===== src/rtl/vpu_pkg.sv =====
// rtl/vpu_pkg.sv - shared VPU constants, opcodes and fetch state encoding
package vpu_pkg;

    localparam int OPER_W  = 5;
    localparam int INSTR_W = 32;

    // IR field slices
    localparam int OPER_MSB = 31;
    localparam int OPER_LSB = 27;

    // Opcodes carried in ir[OPER_MSB:OPER_LSB]
    localparam logic [OPER_W-1:0] OP_MOVSGPR = 5'd0;
    localparam logic [OPER_W-1:0] OP_MOV     = 5'd1;
    localparam logic [OPER_W-1:0] OP_ADD     = 5'd2;
    localparam logic [OPER_W-1:0] OP_SUB     = 5'd3;
    localparam logic [OPER_W-1:0] OP_MUL     = 5'd4;
    localparam logic [OPER_W-1:0] OP_HALT    = 5'b11111;

    typedef enum logic [1:0] {
        ST_IDLE   = 2'd0,
        ST_RUN    = 2'd1,
        ST_HALTED = 2'd2
    } fetch_state_e;

endpackage


===== src/rtl/vpu_ifetch_fifo.sv =====
// rtl/vpu_ifetch_fifo.sv - small prefetch FIFO holding {pc, instruction} pairs
module vpu_ifetch_fifo #(
    parameter int DEPTH = 2,
    parameter int W     = 40
) (
    input  logic                     clk,
    input  logic                     rst_n,
    input  logic                     push,
    input  logic                     pop,
    input  logic                     flush,
    input  logic [W-1:0]             wdata,
    output logic [W-1:0]             rdata,
    output logic [$clog2(DEPTH):0]   count,
    output logic                     empty,
    output logic                     full
);

    localparam int PTR_W = $clog2(DEPTH);
    localparam logic [PTR_W:0] FULL_CNT = DEPTH[PTR_W:0];

    logic [W-1:0]     mem_q [DEPTH];
    logic [W-1:0]     mem_d [DEPTH];
    logic [PTR_W-1:0] rd_ptr_q, rd_ptr_d;
    logic [PTR_W-1:0] wr_ptr_q, wr_ptr_d;
    logic [PTR_W:0]   count_q, count_d;

    // Pointer/count update; flush discards everything including a same-cycle push
    always_comb begin
        mem_d    = mem_q;
        rd_ptr_d = rd_ptr_q;
        wr_ptr_d = wr_ptr_q;
        count_d  = count_q;
        if (flush) begin
            rd_ptr_d = '0;
            wr_ptr_d = '0;
            count_d  = '0;
        end else begin
            if (push) begin
                mem_d[wr_ptr_q] = wdata;
                wr_ptr_d        = wr_ptr_q + 1'b1;
            end
            if (pop) begin
                rd_ptr_d = rd_ptr_q + 1'b1;
            end
            case ({push, pop})
                2'b10:   count_d = count_q + 1'b1;
                2'b01:   count_d = count_q - 1'b1;
                default: count_d = count_q;
            endcase
        end
    end

    // Storage and pointer registers; entries reset so the head reads zero after reset
    always_ff @(posedge clk or negedge rst_n) begin
        if (!rst_n) begin
            for (int i = 0; i < DEPTH; i++) begin
                mem_q[i] <= '0;
            end
            rd_ptr_q <= '0;
            wr_ptr_q <= '0;
            count_q  <= '0;
        end else begin
            for (int i = 0; i < DEPTH; i++) begin
                mem_q[i] <= mem_d[i];
            end
            rd_ptr_q <= rd_ptr_d;
            wr_ptr_q <= wr_ptr_d;
            count_q  <= count_d;
        end
    end

    assign rdata = mem_q[rd_ptr_q];
    assign count = count_q;
    assign empty = (count_q == '0);
    assign full  = (count_q == FULL_CNT);

endmodule


===== src/rtl/vpu_ifetch.sv =====
// rtl/vpu_ifetch.sv - VPU instruction fetch: PC, imem issue, prefetch FIFO, halt/redirect
module vpu_ifetch
    import vpu_pkg::*;
#(
    parameter int PC_W       = 8,
    parameter int INSTR_W    = 32,
    parameter int FIFO_DEPTH = 2
) (
    input  logic               clk,
    input  logic               rst_n,
    input  logic               start,
    output logic               imem_en,
    output logic [PC_W-1:0]    imem_addr,
    input  logic [INSTR_W-1:0] imem_rdata,
    input  logic               redirect_valid,
    input  logic [PC_W-1:0]    redirect_pc,
    output logic               ir_valid,
    output logic [INSTR_W-1:0] ir,
    output logic [PC_W-1:0]    ir_pc,
    input  logic               ir_ready,
    output logic               busy
);

    localparam int CNT_W = $clog2(FIFO_DEPTH) + 1;

    fetch_state_e state_q, state_d;
    logic [PC_W-1:0] pc_q, pc_d;
    logic [PC_W-1:0] tag_pc_q, tag_pc_d;
    logic            inflight_q, inflight_d;
    logic            tag_epoch_q, tag_epoch_d;
    logic            epoch_q, epoch_d;

    logic [CNT_W-1:0]        fifo_count;
    logic                    fifo_empty, fifo_full;
    logic [PC_W+INSTR_W-1:0] fifo_head;

    logic redirect_take, pop, push, halt_push, credit_ok, issue;

    // Redirect only acts once fetch has been started at least once
    assign redirect_take = redirect_valid && (state_q != ST_IDLE);
    assign pop           = !fifo_empty && ir_ready;
    // A return is kept only if no redirect/halt has bumped the epoch since its issue
    assign push          = inflight_q && (tag_epoch_q == epoch_q);
    assign halt_push     = push && (imem_rdata[OPER_MSB:OPER_LSB] == OP_HALT);
    // Credit counts the slot freed by a same-cycle pop so ir_ready=1 sustains one per cycle
    assign credit_ok     = (int'(fifo_count) + int'(inflight_q)) < (FIFO_DEPTH + int'(pop));
    assign issue         = (state_q == ST_RUN) && !redirect_valid && credit_ok;

    vpu_ifetch_fifo #(
        .DEPTH (FIFO_DEPTH),
        .W     (PC_W + INSTR_W)
    ) u_fifo (
        .clk   (clk),
        .rst_n (rst_n),
        .push  (push),
        .pop   (pop),
        .flush (redirect_take),
        .wdata ({tag_pc_q, imem_rdata}),
        .rdata (fifo_head),
        .count (fifo_count),
        .empty (fifo_empty),
        .full  (fifo_full)
    );

    // FSM state register
    always_ff @(posedge clk or negedge rst_n) begin
        if (!rst_n) begin
            state_q <= ST_IDLE;
        end else begin
            state_q <= state_d;
        end
    end

    // FSM next state: redirect beats halt and start
    always_comb begin
        state_d = state_q;
        case (state_q)
            ST_IDLE:   if (start) state_d = ST_RUN;
            ST_RUN:    if (redirect_valid) state_d = ST_RUN;
                       else if (halt_push) state_d = ST_HALTED;
            ST_HALTED: if (redirect_valid || start) state_d = ST_RUN;
            default:   state_d = ST_IDLE;
        endcase
    end

    // PC, epoch and in-flight tag next values
    always_comb begin
        pc_d        = pc_q;
        epoch_d     = epoch_q;
        inflight_d  = issue;
        tag_pc_d    = issue ? pc_q : tag_pc_q;
        tag_epoch_d = issue ? epoch_q : tag_epoch_q;
        if (redirect_take) begin
            pc_d    = redirect_pc;
            epoch_d = ~epoch_q;
        end else if (start && (state_q != ST_RUN)) begin
            pc_d = '0;
        end else begin
            if (issue) begin
                pc_d = pc_q + 1'b1;
            end
            // Kill the read issued alongside the HALT push
            if (halt_push) begin
                epoch_d = ~epoch_q;
            end
        end
    end

    // PC, epoch and in-flight tag registers
    always_ff @(posedge clk or negedge rst_n) begin
        if (!rst_n) begin
            pc_q        <= '0;
            epoch_q     <= 1'b0;
            inflight_q  <= 1'b0;
            tag_pc_q    <= '0;
            tag_epoch_q <= 1'b0;
        end else begin
            pc_q        <= pc_d;
            epoch_q     <= epoch_d;
            inflight_q  <= inflight_d;
            tag_pc_q    <= tag_pc_d;
            tag_epoch_q <= tag_epoch_d;
        end
    end

    // FSM / datapath outputs
    always_comb begin
        imem_en   = issue;
        imem_addr = pc_q;
        ir_valid  = !fifo_empty;
        ir_pc     = fifo_head[PC_W+INSTR_W-1:INSTR_W];
        ir        = fifo_head[INSTR_W-1:0];
        busy      = (state_q == ST_RUN) || !fifo_empty;
    end

`ifndef SYNTHESIS
    // The credit rule must never let a push land on a full FIFO
    always_ff @(posedge clk) begin
        if (rst_n) begin
            assert (!(push && !redirect_take && fifo_full && !pop))
                else $error("fetch FIFO overflow");
        end
    end
`endif

endmodule


===== config.mk =====
export PLATFORM = sky130hd
export DESIGN_NAME = vpu_ifetch
export DESIGN_NICKNAME = d
export VERILOG_FILES = /design/src/rtl/vpu_pkg.sv /design/src/rtl/vpu_ifetch_fifo.sv /design/src/rtl/vpu_ifetch.sv
export SDC_FILE = /design/constraint.sdc
export NUM_CORES = 1
export LEC_CHECK = 0
export ABC_AREA = 1
export CAP_MARGIN = 15
export CELL_PAD_IN_SITES_DETAIL_PLACEMENT = 2
export CELL_PAD_IN_SITES_GLOBAL_PLACEMENT = 2
export CORE_MARGIN = 2
export CORE_UTILIZATION = 32
export CTS_CLUSTER_DIAMETER = 50
export CTS_CLUSTER_SIZE = 8
export DETAILED_ROUTE_END_ITERATION = 12
export GPL_TIMING_DRIVEN = 0
export PLACE_DENSITY = 0.79
export SLEW_MARGIN = 25
export SYNTH_ARGS = -nofsm -noshare
export SYNTH_HDL_FRONTEND = slang
export SYNTH_HIERARCHICAL = 1
export SYNTH_SLANG_ARGS = --single-unit

===== constraint.sdc =====
create_clock -name clk -period 1.9 [get_ports clk]
set_clock_uncertainty 0.05 [all_clocks]
set_input_delay 0.285 -clock clk [delete_from_list [all_inputs] [get_ports clk]]
set_output_delay 0.285 -clock clk [all_outputs]
set_load 0.02 [all_outputs]

======== Word-level counts from Yosys, hierarchy flattened ========
Index checks and enable logic that the tools add are counted.
W data, S select, Z words.
word-level totals
  flip-flop bits (word level) ............. 105
  output and inout bits ................... 51
  logic and storage cells ................. 83
operators by class
  add/sub/neg operators ................... 7
  magnitude comparators ................... 4
  eq/ne operators ......................... 11
  mux-type cells .......................... 23
  bitwise logic cells ..................... 4
  reductions and logical operators ........ 23
operators by type and width
  operator               count
  $mux W40               4
  $bwmux W80             1
  $demux W40 S1          1
  $mux W8                3
  $mux W2                5
  $add A8 B1 Y8 const B  1
  $logic_and A1 B1 Y1    8
  $reduce_bool A2 Y1     4
  $mux W1                7
  $ne A2 B2 Y1 const B   3
  $pmux W2 S3            1
  $reduce_bool A3 Y1     2
  $eq A5 B5 Y1 const B   1
  $eq A2 B1 Y1 const B   2
  $eq A2 B2 Y1 const B   2
  $ge A2 B2 Y1 const B   2
  $logic_not A2 Y1       2
  $not A1 Y2             2
  $pmux W2 S2            1
  $reduce_and A2 Y1      2
  $add A2 B1 Y3          1
  $add A2 B1 Y3 const A  1
  $lt A3 B3 Y1           1
  $ne A3 B3 Y1 const B   1
  other kinds (10)       14

======== Logic depth before layout (Yosys ltp) ========
Gate-level depths: netlist of the first run.
  depth in word-level cells ............... 9
  depth in mapped cells ................... 9
  gate-level depth less buffers ........... 9

======== Hierarchy ========
Netlist of the first run, hierarchy kept.
modules (own cells, without submodules)
  module           times used  cells an instance  area each (um^2)  sequential area each (um^2)
  vpu_ifetch_fifo  1           372                3907.5            2102.0
  vpu_ifetch       1           159                1203.7            525.5

======== Worst setup path before layout of the first run ========
OpenSTA, ideal clock, no wires.
  path kind ............................... flip-flop to output port
  start ................................... register u_fifo.count_q[0] (netlist: u_fifo/count[0])
  end ..................................... output imem_en
  arrival time ............................ 1.383 ns
  data required time ...................... 1.565 ns
  setup slack ............................. 0.182 ns
  cell stages (with the launch flop) ...... 7
  buffers on the path ..................... 1
  cell sequence ........................... dfrtp_1 ha_1 ha_1 o21ai_0 nand2_2 buf_4 inv_1
between the ends
  longest elaborated chain between the ends .. 6
  elaborated cells between the ends (all ways) .. 7
  those cells by class .................... add/sub: 2; order compare: 1; reduce/logical: 4
ends and longest elaborated chain
  what                     RTL line               RTL
  start, declared          vpu_ifetch_fifo.sv:25  logic [PTR_W:0] count_q, count_d;
  start signal, assigned   vpu_ifetch_fifo.sv:68  count_q <= count_d;
  $logic_not A2 Y1         vpu_ifetch_fifo.sv:74  assign empty = (count_q == '0);
  $logic_not A1 Y1         vpu_ifetch.sv:41       assign pop = !fifo_empty && ir_ready;
  $logic_and A1 B1 Y1      vpu_ifetch.sv:41
  $add A2 B1 Y3            vpu_ifetch.sv:46       assign credit_ok = (int'(fifo_count) + int'(inflight_q)) < (FIFO_DEPTH + int'(pop));
  $lt A3 B3 Y1 (*)         vpu_ifetch.sv:46
  $logic_and A1 B1 Y1 (*)  vpu_ifetch.sv:47       assign issue = (state_q == ST_RUN) && !redirect_valid && credit_ok;
  end, declared            vpu_ifetch.sv:12       output logic imem_en,
Mark *: on every way between the ends. The rest lies on a longest branch, timed or not.

======== Worst setup path after layout of the first run ========
Ends and elaborated chain as after synthesis.

==> results of run 1 <==
## power breakdown
group / switching [W] / internal [W] / leakage (nW)
clock network: 0.000862 / 0.00113 / 0.159
logic: 0.00324 / 0.00296 / 1.90
registers: 0.000641 / 0.00318 / 1.36
## final cells by class
cell class / count / area [um2] / area share (%)
Inverter: 62 / 233 / 3.33
Clock inverter: 4 / 48.8 / 0.699
Buffer: 23 / 270 / 3.87
Multi-Input combinational cell: 339 / 2150 / 30.8
Clock buffer: 12 / 267 / 3.82
Timing Repair Buffer: 109 / 1120 / 16.0
Tap cell: 216 / 270 / 3.87
Sequential cell: 105 / 2630 / 37.6
## how the worst max path moves through the flow
stage / end / start / depth (start not counted)
after floorplan: imem_en / u_fifo/count[0] / 6
after global placement: state_q[0] / rst_n / 1
after detailed placement: imem_en / redirect_valid / 8
after CTS: imem_en / inflight_q / 7
after global routing: imem_en / u_fifo/count[0] / 7
final: imem_en / u_fifo/count[0] / 7
## routing by layer
layer | vias up | GRT usage (%)
li1 | 1948 | -
met1 | 2110 | 24.5
met4 | 0 | 6.01
met5 | - | 0
met3 | 15 | 2.62
met2 | 77 | 34.8
## stage by stage
step,utilization (%),total power [W],cell area [um2],setup TNS [ns]
3_3_place_gp,40.3,0.00900,6330,-385.00
6_report,44.4,0.0120,6980,-0.781
2_1_floorplan,-,0.00708,5110,0
3_5_place_dp,40.5,0.00933,6360,-20.56
5_1_grt,44.4,0.0129,6980,-1.85
4_1_cts,42.8,0.0114,6720,-1.97
## cells in the final DEF, fill, tap and decap left out, types with 2 or more instances in the layout
| cell | n |
|---|---|
| sky130_fd_sc_hd__nand2_1 | 145 |
| sky130_fd_sc_hd__dfrtp_1 | 105 |
| sky130_fd_sc_hd__inv_1 | 60 |
| sky130_fd_sc_hd__o21ai_2 | 52 |
| sky130_fd_sc_hd__clkdlybuf4s50_1 | 51 |
| sky130_fd_sc_hd__buf_6 | 46 |
| sky130_fd_sc_hd__o21ai_1 | 42 |
| sky130_fd_sc_hd__mux2_4 | 25 |
| sky130_fd_sc_hd__nand3_1 | 19 |
| sky130_fd_sc_hd__mux2_2 | 15 |
| sky130_fd_sc_hd__buf_4 | 12 |
| sky130_fd_sc_hd__clkbuf_16 | 10 |
| sky130_fd_sc_hd__buf_2 | 10 |
| sky130_fd_sc_hd__nor2_1 | 9 |
| sky130_fd_sc_hd__o21ai_0 | 9 |
| sky130_fd_sc_hd__buf_12 | 6 |
| sky130_fd_sc_hd__nor2_2 | 4 |
| sky130_fd_sc_hd__nand2_2 | 3 |
| sky130_fd_sc_hd__a21oi_1 | 3 |
| sky130_fd_sc_hd__clkbuf_8 | 3 |
| sky130_fd_sc_hd__nor2_4 | 2 |
| sky130_fd_sc_hd__inv_2 | 2 |
| sky130_fd_sc_hd__a21boi_0 | 2 |
| sky130_fd_sc_hd__clkinv_2 | 2 |
| sky130_fd_sc_hd__dlygate4sd2_1 | 2 |
| sky130_fd_sc_hd__nand4_1 | 2 |
## flip-flops by register name (all words and copies together), names as in the netlist
signal           flops
epoch_q              1
imem_addr            8
state_q              2
u_fifo/count         2
inflight_q           1
tag_epoch_q          1
u_fifo/mem_q        80
u_fifo/rd_ptr_q      1
tag_pc_q             8
u_fifo/wr_ptr_q      1
## repair_timing
| item | 4_1_cts | 5_1_grt |
|---|---|---|
| resized for setup | 194 | 91 |
| buffers inserted | 7 | 4 |
| endpoints found under the hold margin | 51 | 0 |
| hold buffers | 1 | 0 |
| cloned | 2 | 1 |
| endpoints found under the setup margin | 87 | 32 |
| pin swaps | 1 | 1 |
## worst register-to-register path, cell delays in order (launching register included)
cell and delay, ns:
sky130_fd_sc_hd__dfrtp_1 0.38, sky130_fd_sc_hd__buf_4 0.12, sky130_fd_sc_hd__buf_4 0.10, sky130_fd_sc_hd__nand2_1 0.07, sky130_fd_sc_hd__nor2_2 0.32, sky130_fd_sc_hd__nand3_4 0.22, sky130_fd_sc_hd__buf_4 0.24, sky130_fd_sc_hd__nand2_1 0.09
sky130_fd_sc_hd__o21ai_1 0.08
==> summary.txt, run 1 <==
Synthesis
  • Number of instances in the synthesized netlist: 530
  • Post-synth net total: 578
  • Post-Syn Area per Cell: 9.64 um2
  • Post-Syn Area: 0.00511 mm2
  • Count of synthesis-stage warnings from yosys: 6

Floorplanning
  • Die Height: 130 um
  • Top-level port count: 96
  • # rows: 46
  • Initial standard-cell utilization of the core: 32.5%
  • Core Box Area: 0.0157 mm2
  • Die X: 130 um
  • Floorplan die area: 0.0170 mm2

Clock tree
  • Clock transition time at the flip-flop clock pins of the worst setup and hold paths: 0.07 ns
  • Clock tree from TritonCTS: yes
  • CTS H-tree depth: 3
  • Clock sink count: 105
  • Total clock buffers created by CTS: 9
  • Root buffer cell: sky130_fd_sc_hd__clkbuf_16
  • Maximum root-to-sink buffer count: 2
  • Clk_lat worst skew: 0.35 ns

Global routing
  • Antenna violations before repair: 0
  • Vias in the first global route: ~4700
  • Largest net degree at the start of global routing: 55
  • First-pass GRT wire length: 25200 um
  • Total global routing overflow: 0
  • GRT Resource Usage Total: 19.4%

Cells and area
  • N_diodes: 0
  • Post-layout instance count excluding filler cells: 870
  • Layout-stage area growth over the synthesis result: 36.7%
  • Share of layout cells above drive strength 1: 30.9%
  • Number of filler cells placed in the layout: 1640
  • Final net count: 697

STA
  • RSZ-0062 raised after global routing: yes
  • Setup WS post-layout: -0.0615 ns
  • Hold slack final: ~0.41 ns
  • Number of hold violations in the final report: 0
  • Headroom to the max-slew limit: between 60 and 70%
  • Final number of setup-violating endpoints: 24
  • Crit path time final: 1.96 ns
  • Worst-Margin Slew: ~0.54 ns
  • Slew Viols, Final: 0
  • Period Utilization, post-route: 103%
  • Maximum clock frequency: 0.510 GHz

Worst setup path
  • Crit-path cells: ha_2 -> ha_4 -> o21ai_2 -> nand2_2 -> buf_6 -> inv_2 -> buf_6
  • Number of buffer and inverter stages on the critical path: 3
  • Critical R2R Capture: u_fifo/mem_q[19]
  • Kind of end point of the critical path: primary output
  • Crit path largest cell delay: 0.42 ns
  • CP top delay family: adder cells
  • Critical path peak fanout: 3
  • Slowest stage cell on the critical path: sky130_fd_sc_hd__dfrtp_1
  • Required arrival time at the worst endpoint: 1.56 ns
  • Most frequent cell on the critical path: sky130_fd_sc_hd__buf_6
  • Critical path class: reg -> out
  • Element type at the critical path start: flop
  • Depth of the most critical reg-to-reg path: 8
  • Arrival time of the worst setup path: 1.63 ns
  • Worst reg2reg setup slack: ~0.11 ns
  • Launching point of the worst reg2reg path: inflight_q

Power and ir drop
  • Peak supply drop: 0.000599 V
  • Lkg Pwr: 3.42 nW
  • Pwr dens: approximately 1700 mW/mm2

Route
  • Max layer used: met4
  • Number of detailed-routing iterations run before antenna repair: 4
  • Wirelength per Cell: 18.3 um
  • Met3 WL: 534 um
  • Antenna Violating Nets Remaining: 0
  • First DRT Iteration DRCs: 143
  • Detail Route met2 WL: 8340 um
  • DR vias: 4150
  • Total wirelength of the detailed-routed design: 15900 um
  • Wl on met1: 6840 um
  • Number of remaining DRC errors: 0
  • DR vias/cell: 4.77

Run
  • Max-cap viol count: 0

Place
  • Count of port buffers added during placement: 95
  • Final GP Congestion: around 0.75
  • Half-perimeter wire length after detailed placement: 10700 um
  • Minimum setup slack after placement: -0.648 ns
  • Post-placement cell count: about 840

Min path
  • Classification of the worst-slack hold path: in -> async

Status
  • Outcome: finished with violations
  • Violations in the final reports: setup timing
(Power assumes the default switching activity.)
==> inputs of run 2 (changes only) <==
PLACE_DENSITY = not set   (was 0.79)
PLACE_DENSITY_LB_ADDON = 0.1   (was not set)
==> run 2 against run 1 <==
  * Sequential share of layout area up 0.72 points
  * Non-clock buffer count up 3
  * Count of clock-buffer cells in the layout up 1
  * The flow still finishes with violations (setup timing)
  * Largest power group unchanged
  * Combinational power down 5.8%
  * Critical path type unchanged
  * Critical endpoint is now ir_pc[0]
==> summary.txt, run 2 (synthesis gave the netlist of run 1 again) <==
Status
  • Outcome: finished with violations
  • Violations in the final reports: setup timing

STA
  • Setup WS post-layout: -0.0658 ns
  • Headroom to the max-slew limit: roughly two thirds
  • Hold slack final: ~0.37 ns
  • Slew Viols, Final: 0
  • Maximum clock frequency: around 0.51 GHz
  • Period Utilization, post-route: 103%
  • Crit path time final: 1.97 ns
  • Worst-Margin Slew: 0.473 ns
  • Number of hold violations in the final report: 0
  • RSZ-0062 raised after global routing: yes
  • Final number of setup-violating endpoints: 29

Place
  • Dpl cell area: between 0.006 and 0.007 mm2
  • Count of port buffers added during placement: 95
  • Half-perimeter wire length after detailed placement: 10600 um
  • Post-placement cell count: 842
  • Final GP Congestion: 0.717

Route
  • Number of detailed-routing iterations run before antenna repair: 4
  • First DRT Iteration DRCs: 75
  • DR vias: about 4000
  • Wirelength per Cell: 18.0 um
  • DR vias/cell: approximately 4.7
  • Total wirelength of the detailed-routed design: 15700 um
  • Number of remaining DRC errors: 0
  • Antenna Violating Nets Remaining: 0

Power and ir drop
  • Lkg Pwr: 3.36 nW
  • Total power consumption of the routed design: 0.0116 W
  • Pwr dens: 1690 mW/mm2
  • Peak supply drop: roughly 0.00062 V

Cells and area
  • Layout-stage area growth over the synthesis result: 34.1%
  • Final net count: 700
  • Largest Register: u_fifo/mem_q
  • Share of layout cells above drive strength 1: 30.8%
  • Max FFs per register: 80
  • Most common cell after layout, fill and taps aside: sky130_fd_sc_hd__nand2_1
  • Number of filler cells placed in the layout: ~1700
  • Cell area after layout: 0.00685 mm2
  • Leading cell types in the layout, fill and taps excluded: sky130_fd_sc_hd__nand2_1, sky130_fd_sc_hd__dfrtp_1, sky130_fd_sc_hd__inv_1, sky130_fd_sc_hd__o21ai_2, sky130_fd_sc_hd__clkdlybuf4s50_1
  • Post-layout instance count excluding filler cells: 872
  • N_diodes: 0

Clock tree
  • CTS H-tree depth: 3
  • Clk_lat worst skew: between 0.3 and 0.4 ns
  • Maximum root-to-sink buffer count: 2
  • Clock sink count: 105
  • Clock transition time at the flip-flop clock pins of the worst setup and hold paths: 0.07 ns
  • Total clock buffers created by CTS: 9
  • Root buffer cell: sky130_fd_sc_hd__clkbuf_16
  • Clock tree from TritonCTS: yes

Worst setup path
  • Critical path peak fanout: 9
  • Arrival time of the worst setup path: about 1.6 ns
  • Crit path largest cell delay: 0.39 ns
  • Most frequent cell on the critical path: sky130_fd_sc_hd__buf_12
  • Critical path class: reg -> out
  • Slowest stage cell on the critical path: sky130_fd_sc_hd__dfrtp_1
  • Required arrival time at the worst endpoint: 1.56 ns
  • Crit-path cells: buf_6 -> buf_12 -> buf_12 -> mux2_4 -> buf_2
  • Launching point of the worst reg2reg path: u_fifo/count[0]
  • Element type at the critical path start: flop
  • Critical R2R Capture: imem_addr[2]
  • Depth of the most critical reg-to-reg path: 9
  • Worst reg2reg setup slack: 0.17 ns
  • Kind of end point of the critical path: primary output

Global routing
  • Largest net degree at the start of global routing: 61
  • GRT Resource Usage Total: roughly a fifth
  • Antenna violations before repair: 0
  • Vias in the first global route: 4757
  • First-pass GRT wire length: 25000 um
  • Total global routing overflow: 0

Floorplanning
  • Top-level port count: 96
  • Initial standard-cell utilization of the core: between 30% and 40%
  • Die X: 130 um
  • # rows: 46
  • Die Height: ~130 um
  • Floorplan die area: 0.0170 mm2
  • Core Box Area: 0.0157 mm2

Run
  • Max-cap viol count: 0

Min path
  • Classification of the worst-slack hold path: in -> async
-- run 2: layout make-up --
class | instances | area, um2 | area share, %
multi-input combinational | 339 | 2090 | 30.5
clock inverter | 2 | 37.5 | 0.548
clock buffer | 13 | 260 | 3.80
timing repair buffer | 113 | 1080 | 15.7
inverter | 62 | 233 | 3.40
tap | 216 | 270 | 3.95
sequential | 105 | 2630 | 38.4
buffer | 22 | 259 | 3.78
-- run 2: worst max-delay path by stage --
stage / startpoint / end / slack [ns] / cells past startpoint
after floorplan: u_fifo/count[0] / imem_en / 0.18 / 6
after global placement: rst_n / u_fifo/mem_q[13] / -3.63 / 1
after detailed placement: redirect_valid / imem_en / -0.66 / 8
after CTS: inflight_q / imem_en / -0.17 / 7
after global routing: u_fifo/count[0] / imem_en / -0.12 / 6
final: u_fifo/rd_ptr_q / ir_pc[0] / -0.07 / 5
-- run 2: per-stage QoR --
stage	utilization, %	TNS, ns	worst slack, ns
3_3_place_gp	40.3	-399.05	-3.63
6_report	43.6	-0.649	-0.0658
2_1_floorplan	-	0	0.182
5_1_grt	43.6	-2.52	-0.118
4_1_cts	42.3	-0.633	-0.167
3_5_place_dp	40.5	-21.23	-0.655
-- run 2: report_power, final --
part           switching (W)  internal (W)  leakage (nW)
logic                0.00313       0.00270          1.86
registers           0.000615       0.00318          1.36
clock network       0.000834       0.00109         0.142
total                0.00458       0.00697          3.36
-- run 2: repair_timing --
action                                  CTS  global route
setup buffers                             7             6
cloned                                    1             2
gates resized for setup                 193            44
pin swaps                                 1             4
hold endpoints to repair                 45             0
endpoints found under the setup margin  121            28
hold buffers                              1             0
-- run 2: worst max-delay path, delay by kind of cell (launching register included) --
| kind | cells | cell delay, ns |
|---|---|---|
| mux | 1 | 0.32 |
| flops | 1 | 0.39 |
| buf+inv | 4 | 0.58 |
-- run 2: metal layers --
layer	GRT usage [%]	part of all wire, %
met1	24.0	45
met2	34.7	51
met3	2.71	2.7
met4	5.82	1.2
met5	0	0
==> inputs of run 3 (changes only) <==
==> constraint.sdc (replaced) <==
create_clock -name clk -period 1.9 [get_ports clk]
set_clock_uncertainty 0.05 [all_clocks]
set_input_delay 0.19 -clock clk [delete_from_list [all_inputs] [get_ports clk]]
set_output_delay 0.19 -clock clk [all_outputs]
set_load 0.02 [all_outputs]
==> run 3 against run 2 <==
  * The run still ends with setup timing left
  * Clock power hardly changed
  * Sequential share of layout area increased by 0.95 points
  * Maximum frequency increased by 3.1%
  * Hold slack got worse by 0.097 ns
  * Die area is the same
  * Count of clock-buffer cells in the layout did not move
  * Via count fell by 0.80%
  * Flip-flop and latch count unchanged
  * Critical path depth rose by 2
  * Largest power group unchanged
  * Highest routed layer unchanged
==> summary.txt, run 3 (synthesis gave the netlist of run 1 again) <==
Place
  • Dpl cell area: 0.00636 mm2
  • Count of port buffers added during placement: between 90 and 100
  • Half-perimeter wire length after detailed placement: 10600 um
  • Minimum setup slack after placement: -0.465 ns
  • Post-placement cell count: between 800 and 900
  • Final GP Congestion: roughly 0.72

Route
  • First DRT Iteration DRCs: 97
  • Wirelength per Cell: 17.8 um
  • Number of remaining DRC errors: 0
  • Antenna Violating Nets Remaining: 0
  • Total wirelength of the detailed-routed design: about 15000 um
  • DR vias: 4067
  • Number of detailed-routing iterations run before antenna repair: 4
  • DR vias/cell: 4.71

STA
  • Setup WS post-layout: -0.00697 ns
  • Total Neg Setup Slack: -0.00697 ns
  • Crit path time final: 1.91 ns
  • Final number of setup-violating endpoints: 1
  • Headroom to the max-slew limit: between 60 and 70%
  • Worst-Margin Slew: 0.472 ns
  • Number of hold violations in the final report: 0
  • Slew Viols, Final: 0
  • RSZ-0062 raised after global routing: yes
  • Period Utilization, post-route: 100%
  • Maximum clock frequency: 0.524 GHz

Floorplanning
  • Initial standard-cell utilization of the core: 32.5%
  • Die X: 130 um
  • Die Height: 130 um
  • # rows: 46
  • Floorplan die area: 0.0170 mm2
  • Core Box Area: about 0.016 mm2
  • Top-level port count: 96

Cells and area
  • Post-layout instance count excluding filler cells: 864
  • Leading cell types in the layout, fill and taps excluded: sky130_fd_sc_hd__nand2_1, sky130_fd_sc_hd__dfrtp_1, sky130_fd_sc_hd__inv_1, sky130_fd_sc_hd__o21ai_2, sky130_fd_sc_hd__clkdlybuf4s50_1
  • Cell area after layout: 0.00669 mm2
  • Area of the multi-input gates: 0.00205 mm2
  • Layout-stage area growth over the synthesis result: 30.9%
  • Max FFs per register: 80
  • Share of layout cells above drive strength 1: 29.6%
  • Area occupied by registers: 0.00263 mm2
  • Number of filler cells placed in the layout: 1706
  • Most common cell after layout, fill and taps aside: sky130_fd_sc_hd__nand2_1
  • N_diodes: 0
  • Largest Register: u_fifo/mem_q
  • Final net count: 692

Run
  • Max-cap viol count: 0

Worst setup path
  • Arrival time of the worst setup path: 1.67 ns
  • Element type at the critical path start: flop
  • Required arrival time at the worst endpoint: ~1.7 ns
  • Critical path peak fanout: 3
  • Critical path class: reg -> out
  • Kind of end point of the critical path: primary output

Clock tree
  • Maximum root-to-sink buffer count: 2
  • Clock sink count: approximately 110
  • Root buffer cell: sky130_fd_sc_hd__clkbuf_16
  • Clock transition time at the flip-flop clock pins of the worst setup and hold paths: 0.07 ns
  • Clock tree from TritonCTS: yes
  • Total clock buffers created by CTS: 9
  • Clk_lat worst skew: 0.35 ns
  • CTS H-tree depth: 3

Global routing
  • Antenna violations before repair: 0
  • First-pass GRT wire length: 24800 um
  • Total global routing overflow: 0
  • Largest net degree at the start of global routing: 61
  • GRT Resource Usage Total: 19.0%
  • Vias in the first global route: approximately 4800

Status
  • Outcome: finished with violations
  • Violations in the final reports: setup timing

Power and ir drop
  • Peak supply drop: approximately 0.00057 V
  • Pwr dens: 1660 mW/mm2
  • Lkg Pwr: 3.27 nW

Min path
  • Classification of the worst-slack hold path: in -> async
-- run 3: worst max-delay path, stage by stage (launching register included) --
cell	delay, ns
sky130_fd_sc_hd__dfrtp_1	0.42
sky130_fd_sc_hd__ha_2	0.21
sky130_fd_sc_hd__ha_4	0.26
sky130_fd_sc_hd__o21ai_2	0.05
sky130_fd_sc_hd__nand2_2	0.10
sky130_fd_sc_hd__buf_6	0.12
sky130_fd_sc_hd__inv_2	0.04
sky130_fd_sc_hd__buf_6	0.12
-- run 3: layer usage --
layer	share of wire [%]	track usage, %	vias up	wire [um]
li1	-	-	1931	-
met1	45	23.8	2060	6950
met2	51	34.2	64	7810
met3	2.8	2.62	12	430
met4	1.2	5.82	0	192
met5	0	0	-	0
-- run 3: repair_timing --
item,CTS,global route
hold endpoints to repair,45,0
buffers inserted,4,0
cloned,0,2
hold buffers,1,0
gates resized for setup,134,39
setup endpoints to repair,121,33
pin swaps,1,2
-- run 3: layout make-up --
class | instances | area share [%]
buffer | 24 | 4.47
clock buffer | 13 | 3.89
clock inverter | 2 | 0.561
inverter | 62 | 3.48
multi-input combinational | 339 | 30.7
sequential | 105 | 39.3
tap | 216 | 4.04
timing repair buffer | 103 | 13.5
-- run 3: final timing paths --
check                      cells after the start             from               end  slack, ns
setup / recovery                               7  u_fifo/count[0]           imem_en     -0.007
hold / removal                                 2            rst_n      imem_addr[1]       0.28
setup reg to reg                               9  u_fifo/count[0]      imem_addr[2]       0.18
hold reg to reg                                2  u_fifo/mem_q[9]   u_fifo/mem_q[9]       0.43
max in group asynchronous                      3            rst_n  u_fifo/mem_q[63]       0.84
min in group clk                               3    imem_rdata[2]  u_fifo/mem_q[42]       0.37
-- run 3: power by group --
part           internal [W]  switching (W)
clock               0.00109       0.000834
combinational       0.00234        0.00305
sequential          0.00318       0.000609
total               0.00662        0.00449
-- run 3: stage by stage --
step / total power (W) / hold WS, ns / util [%]
floorplan: 0.00708 / -0.156 / -
global placement: 0.00903 / 0.409 / 40.3
detailed placement: 0.00934 / 0.114 / 40.5
CTS: 0.0114 / 0.297 / 43.2
global route: 0.0120 / 0.326 / 42.5
finish: 0.0111 / 0.277 / 42.5
